[config.mk]
export PLATFORM = sky130hd
export DESIGN_NAME = register_file_sb
export DESIGN_NICKNAME = d
export VERILOG_FILES = /design/src/rtl/rf_pkg.sv /design/src/rtl/rf_scoreboard.sv /design/src/rtl/register_file_sb.sv
export SDC_FILE = /design/constraint.sdc
export NUM_CORES = 2
export LEC_CHECK = 0
export CAP_MARGIN = 20
export CORE_MARGIN = 2
export CORE_UTILIZATION = 40
export CTS_CLUSTER_DIAMETER = 150
export DETAILED_ROUTE_END_ITERATION = 16
export PLACE_DENSITY_LB_ADDON = 0.08
export SETUP_SLACK_MARGIN = 0.5
export SYNTH_ARGS = -nofsm -noshare
export SYNTH_HDL_FRONTEND = slang
export SYNTH_SLANG_ARGS = --single-unit
export TNS_END_PERCENT = 10
[constraint.sdc]
create_clock -name i_clk -period 4.5 [get_ports i_clk]
set_input_delay 1.125 -clock i_clk [delete_from_list [all_inputs] [get_ports i_clk]]
set_output_delay 1.125 -clock i_clk [all_outputs]
set_load 0.02 [all_outputs]
[src/rtl/rf_pkg.sv]
// Shared definitions for the scoreboarded register file.
//   XLEN_DEF / NREGS_DEF : default data width and register count
//   reg_adr_t            : register address type for the default configuration
//   bypass_sel()         : true when a read port should take same-cycle
//                          writeback data instead of the array contents
package rf_pkg;

    localparam int XLEN_DEF  = 32;
    localparam int NREGS_DEF = 32;
    localparam int AW_DEF    = $clog2(NREGS_DEF);

    typedef logic [AW_DEF-1:0] reg_adr_t;

    // Addresses are passed zero-extended to 32 bits so the same helper serves
    // every NREGS configuration.
    function automatic logic bypass_sel(
        input logic        en,
        input logic        we,
        input logic [31:0] write_adr,
        input logic [31:0] read_adr
    );
        return en && we && (write_adr == read_adr);
    endfunction

endpackage

[src/rtl/rf_scoreboard.sv]
// Per-register busy scoreboard used by decode to spot RAW hazards.
//   clk, rst_n            : clock, asynchronous active-low reset
//   reg_write, write_adr  : writeback, clears the destination's busy bit
//   issue_valid, issue_adr: issuing instruction, sets its destination busy
//   flush                 : clears every busy bit
//   read_adr              : NRD packed source addresses
//   busy_vec              : registered busy bit per register
//   read_busy             : per-port hazard flag for the addressed source
module rf_scoreboard
    import rf_pkg::*;
#(
    parameter  int NREGS    = NREGS_DEF,
    parameter  int NRD      = 2,
    parameter  int ZERO_REG = 1,
    parameter  int BYPASS   = 1,
    localparam int AW       = $clog2(NREGS)
) (
    input  logic              clk,
    input  logic              rst_n,
    input  logic              reg_write,
    input  logic [AW-1:0]     write_adr,
    input  logic              issue_valid,
    input  logic [AW-1:0]     issue_adr,
    input  logic              flush,
    input  logic [NRD*AW-1:0] read_adr,
    output logic [NREGS-1:0]  busy_vec,
    output logic [NRD-1:0]    read_busy
);

    logic [NREGS-1:0] busy_next;

    // Priority: flush, then issue (a new producer supersedes the one being
    // written back), then writeback clear.
    always_comb begin
        busy_next = busy_vec;
        for (int r = 0; r < NREGS; r++) begin
            if (flush) begin
                busy_next[r] = 1'b0;
            end else if (issue_valid && (issue_adr == AW'(r)) &&
                         !((ZERO_REG != 0) && (r == 0))) begin
                busy_next[r] = 1'b1;
            end else if (reg_write && (write_adr == AW'(r))) begin
                busy_next[r] = 1'b0;
            end
        end
    end

    always_ff @(posedge clk or negedge rst_n) begin
        if (!rst_n) begin
            busy_vec <= '0;
        end else begin
            busy_vec <= busy_next;
        end
    end

    for (genvar k = 0; k < NRD; k++) begin : g_port_busy
        logic [AW-1:0] adr;
        assign adr = read_adr[k*AW +: AW];
        // A source being forwarded this cycle is no longer a hazard.
        assign read_busy[k] = busy_vec[adr]
                            && !((ZERO_REG != 0) && (adr == '0))
                            && !bypass_sel(BYPASS != 0, reg_write,
                                           32'(write_adr), 32'(adr));
    end

endmodule

[src/rtl/register_file_sb.sv]
// Multi-port register file with write-to-read bypass and busy scoreboard.
//   i_clk, i_rst_n          : clock, asynchronous active-low reset
//   i_RegWrite, i_write_adr,
//   i_write_data            : writeback port
//   i_read_adr / o_read_data: NRD combinational read ports (packed)
//   o_read_busy             : per-port hazard flag
//   i_issue_valid, i_issue_adr : marks a destination busy at issue
//   i_flush                 : clears all busy bits
//   o_busy_vec              : registered busy bit per register
module register_file_sb
    import rf_pkg::*;
#(
    parameter  int XLEN     = XLEN_DEF,
    parameter  int NREGS    = NREGS_DEF,
    parameter  int NRD      = 2,
    parameter  int ZERO_REG = 1,
    parameter  int BYPASS   = 1,
    localparam int AW       = $clog2(NREGS)
) (
    input  logic                i_clk,
    input  logic                i_rst_n,
    input  logic                i_RegWrite,
    input  logic [AW-1:0]       i_write_adr,
    input  logic [XLEN-1:0]     i_write_data,
    input  logic [NRD*AW-1:0]   i_read_adr,
    output logic [NRD*XLEN-1:0] o_read_data,
    output logic [NRD-1:0]      o_read_busy,
    input  logic                i_issue_valid,
    input  logic [AW-1:0]       i_issue_adr,
    input  logic                i_flush,
    output logic [NREGS-1:0]    o_busy_vec
);

    logic [XLEN-1:0] regs [NREGS];
    logic            write_en;

    assign write_en = i_RegWrite && !((ZERO_REG != 0) && (i_write_adr == '0));

    always_ff @(posedge i_clk or negedge i_rst_n) begin
        if (!i_rst_n) begin
            for (int r = 0; r < NREGS; r++) begin
                regs[r] <= '0;
            end
        end else if (write_en) begin
            regs[i_write_adr] <= i_write_data;
        end
    end

    for (genvar k = 0; k < NRD; k++) begin : g_read
        logic [AW-1:0] adr;
        assign adr = i_read_adr[k*AW +: AW];
        always_comb begin
            if ((ZERO_REG != 0) && (adr == '0)) begin
                o_read_data[k*XLEN +: XLEN] = '0;
            end else if (bypass_sel(BYPASS != 0, i_RegWrite,
                                    32'(i_write_adr), 32'(adr))) begin
                o_read_data[k*XLEN +: XLEN] = i_write_data;
            end else begin
                o_read_data[k*XLEN +: XLEN] = regs[adr];
            end
        end
    end

    rf_scoreboard #(
        .NREGS    (NREGS),
        .NRD      (NRD),
        .ZERO_REG (ZERO_REG),
        .BYPASS   (BYPASS)
    ) u_scoreboard (
        .clk         (i_clk),
        .rst_n       (i_rst_n),
        .reg_write   (i_RegWrite),
        .write_adr   (i_write_adr),
        .issue_valid (i_issue_valid),
        .issue_adr   (i_issue_adr),
        .flush       (i_flush),
        .read_adr    (i_read_adr),
        .busy_vec    (o_busy_vec),
        .read_busy   (o_read_busy)
    );

endmodule

==> impl_results.md <==
- IO Port Bufs: 153
- Post-DR vias/cell: 6.20
- DP Wirelength: 138 mm
- Area Overhead vs Synth: 24.5%
- Num CTS Buffers: 130
- Reg2Reg Depth: 2
- I/O pins: 155
- Final Slew Violations: 0
- CTS max path bufs: 3
- Final WL: 223 mm
- Asr flop ratio synth: 100%
- Post-synthesis sequential element count: 1055
- Nets: 4586
- # fillers: 12300
- Crit end category: output pin
- Post-Layout Cell Count: 6520
- Synth warnings: 0
- Final setup viols: 0
- Global Route Usage Sum: 29.9%
- Tot Pwr: 29.8 mW
- Placed Cells incl. Taps: 6186
- Vias in the first global route: 41300
- Initial antenna violation count: 6
- Fin. Hold Viols: 0
- Post-Syn Nets: 4217
- 1st-pass router iterations: 5
- Static Leak: 31.6 nW
- Die X: 382 µm
- CP bufs+invs: 5
- Status: finished clean
- Top-count cell post-synth: dfrtp_1
- Pin count of the biggest net entering global routing: 113
- Crit path DAT: 3.09 ns
- Type of origin of the critical path: primary input
- CTS clock-pin slew for the worst setup and hold paths: 0.06 ns
- DR WL/cell: 34.2 µm
- Clk sinks: 1055
- Top cells by count, synth: 1055 x dfrtp_1, 940 x mux2_2, 414 x mux2i_1
- Pwr Density: 419 nW/µm²
- GR Overflow Total: 0
- Via Count: 40400
- Root Buffer: clkbuf_16
- Maximum clock rate: 238 MHz
- Synthesized cell area: 57100 µm²
- Post-CTS Hold Buffers: 0
- CP max FO: 6
- Total of max-cap violations: 0
- Pre-CTS setup slack: -0.573 ns
- Area of the die: 146000 µm²
- Top FF cell, synth: dfrtp_1
- CP required: 3.38 ns
- CP max stage cell: mux4_2
- RSZ-0062 raised after global routing: yes
- Die Span Y: 382 µm
- Slew @ Worst Pin: 0.776 ns
- Top delay family on crit path: buffers and inverters
- Post-synth top area cell: dfrtp_1
- Final GP Congestion: 0.827
- DR iter-0 viols: 3341
- Post-layout worst setup margin: 0.290 ns
- Max incr delay on CP: 0.52 ns
- CTS tree: built
- DRT antenna net count: 0
- Synth cell types: 57
- Rel. slew slack: 48.3%
- Number of synthesized flops with an enable pin: 0
- FP Rows: 138
- Crit path cell chain: buf_16, buf_16, buf_4, buf_4, mux4_2, a211oi_2, nand2_2, a32o_2, buf_6
- Worst VDD drop: 0.323 mV
- Starting density of the core: 40.3%
- CTS H-tree depth: 4
- Fin crit period: 4.21 ns
- Post-Syn Area per Cell: 13.7 µm²
- Final period util: 93.6%
- Seq/Total Area, Yosys: 46.3%
- Min-Delay Path Class: primary input to async pin
- Share of the synthesized area in the top cell type: 46.3%
- Layout cells sized above 1: 50.4%
- Mapped Cells: 4160
- Top cells by area, synth: dfrtp_1 46%, mux2_2 19%, mux4_2 13%
- Setup Crit Path Kind: primary input to output pin
- Final Skew: 0 ns
- CORE AREA: 142000 µm²
- Drt drc: 0
- First-pass GRT wire length: 313 mm
- CP Depth: 9
- Worst skew pair latency: 0.78 ns
[metal layers]
| layer | vias up | track usage, % | part of all wire, % |
|---|---|---|---|
| met4 | 6 | 10.1 | 3.6 |
| met2 | 1476 | 47.4 | 47 |
| li1 | 16700 | - | - |
| met5 | - | 0 | 0.016 |
| met3 | 400 | 4.91 | 6.1 |
| met1 | 21900 | 41.8 | 44 |
[registers in the layout, indices dropped and copies added (netlist names)]
name                   count
u_scoreboard.busy_vec     31
regs                    1024
[path summary, 6_finish.rpt]
kind | from | endpoint | slack (ns)
max | i_read_adr[0] | o_read_data[31] | 0.29
min | i_rst_n | regs[1017] | 0.28
max reg2reg | u_scoreboard.busy_vec[2] | u_scoreboard.busy_vec[2] | 3.67
min reg2reg | regs[998] | regs[998] | 0.40
max in group asynchronous | i_rst_n | regs[47] | 3.00
min in group i_clk | regs[998] | regs[998] | 0.40
[logic make-up after synthesis]
logic type | share of synthesized area, %
multiplexers | 40.7
flip-flops | 46.3
AO/OA/AOI/OAI | 6.82
buffers and inverters | 3.61
AND/OR/NAND/NOR | 2.50
XOR/XNOR | 0.153
other | 0.00657
[area by class of cell]
type	count	area (µm²)	share of cell area (%)
tap	1890	2360	3.33
multi-input combinational	2628	29500	41.5
clock inverter	35	404	0.569
timing repair buffer	711	8450	11.9
inverter	3	13.8	0.0194
sequential	1055	26400	37.1
antenna	1	2.50	0.00352
clock buffer	197	3940	5.54
[worst register-to-register path, cell delays in order, from the launching register on]
cell and delay, ns:
dfrtp_1 0.43, a22oi_1 0.21, nor2_1 0.06
[power breakdown]
part	total [mW]	switching [mW]	internal [mW]
sequential	12.6	1.32	11.3
clock	10.8	4.32	6.48
combinational	6.39	2.72	3.67
total	29.8	8.36	21.4
[placed cells by master, fill, tap and decap left out, types with 13 or more instances in the layout]
cell type        instances
dfrtp_1               1055
mux2_2                 940
mux2i_1                413
buf_4                  357
mux4_2                 337
nand2_1                164
buf_12                 161
clkbuf_16              156
a22oi_1                146
a21oi_1                104
clkdlybuf4s50_1         70
mux2_4                  58
buf_6                   36
clkbuf_1                35
o21ai_0                 29
nand3_1                 28
nor2_1                  28
o22ai_1                 27
o221ai_1                27
buf_2                   27
a22o_1                  24
a22oi_2                 23
a32o_2                  22
clkbuf_8                22
clkinv_2                20
buf_16                  20
a211oi_2                19
a31oi_1                 18
a311oi_1                18
nor2_4                  17
a211oi_1                14
o211ai_1                14
nor2b_1                 13
[stage by stage]
step           setup TNS (ns)  utilization, %  area, µm²  hold WS, ns
2_1_floorplan               0               -      57100        0.441
3_3_place_gp           -23.34            45.7      64700        0.377
3_5_place_dp           -22.02            45.7      64700        0.383
4_1_cts                     0            49.1      69500        0.298
5_1_grt                     0            50.2      71100        0.307
6_report                    0            50.2      71100        0.278
[what timing repair did]
action | CTS | global route
buffers inserted | 19 | 59
gates resized for setup | 320 | 168
pin swaps | 16 | 67
setup endpoints to repair | 66 | 66
cloned | 6 | 16
No activity file was read; power rests on OpenSTA's default activity.
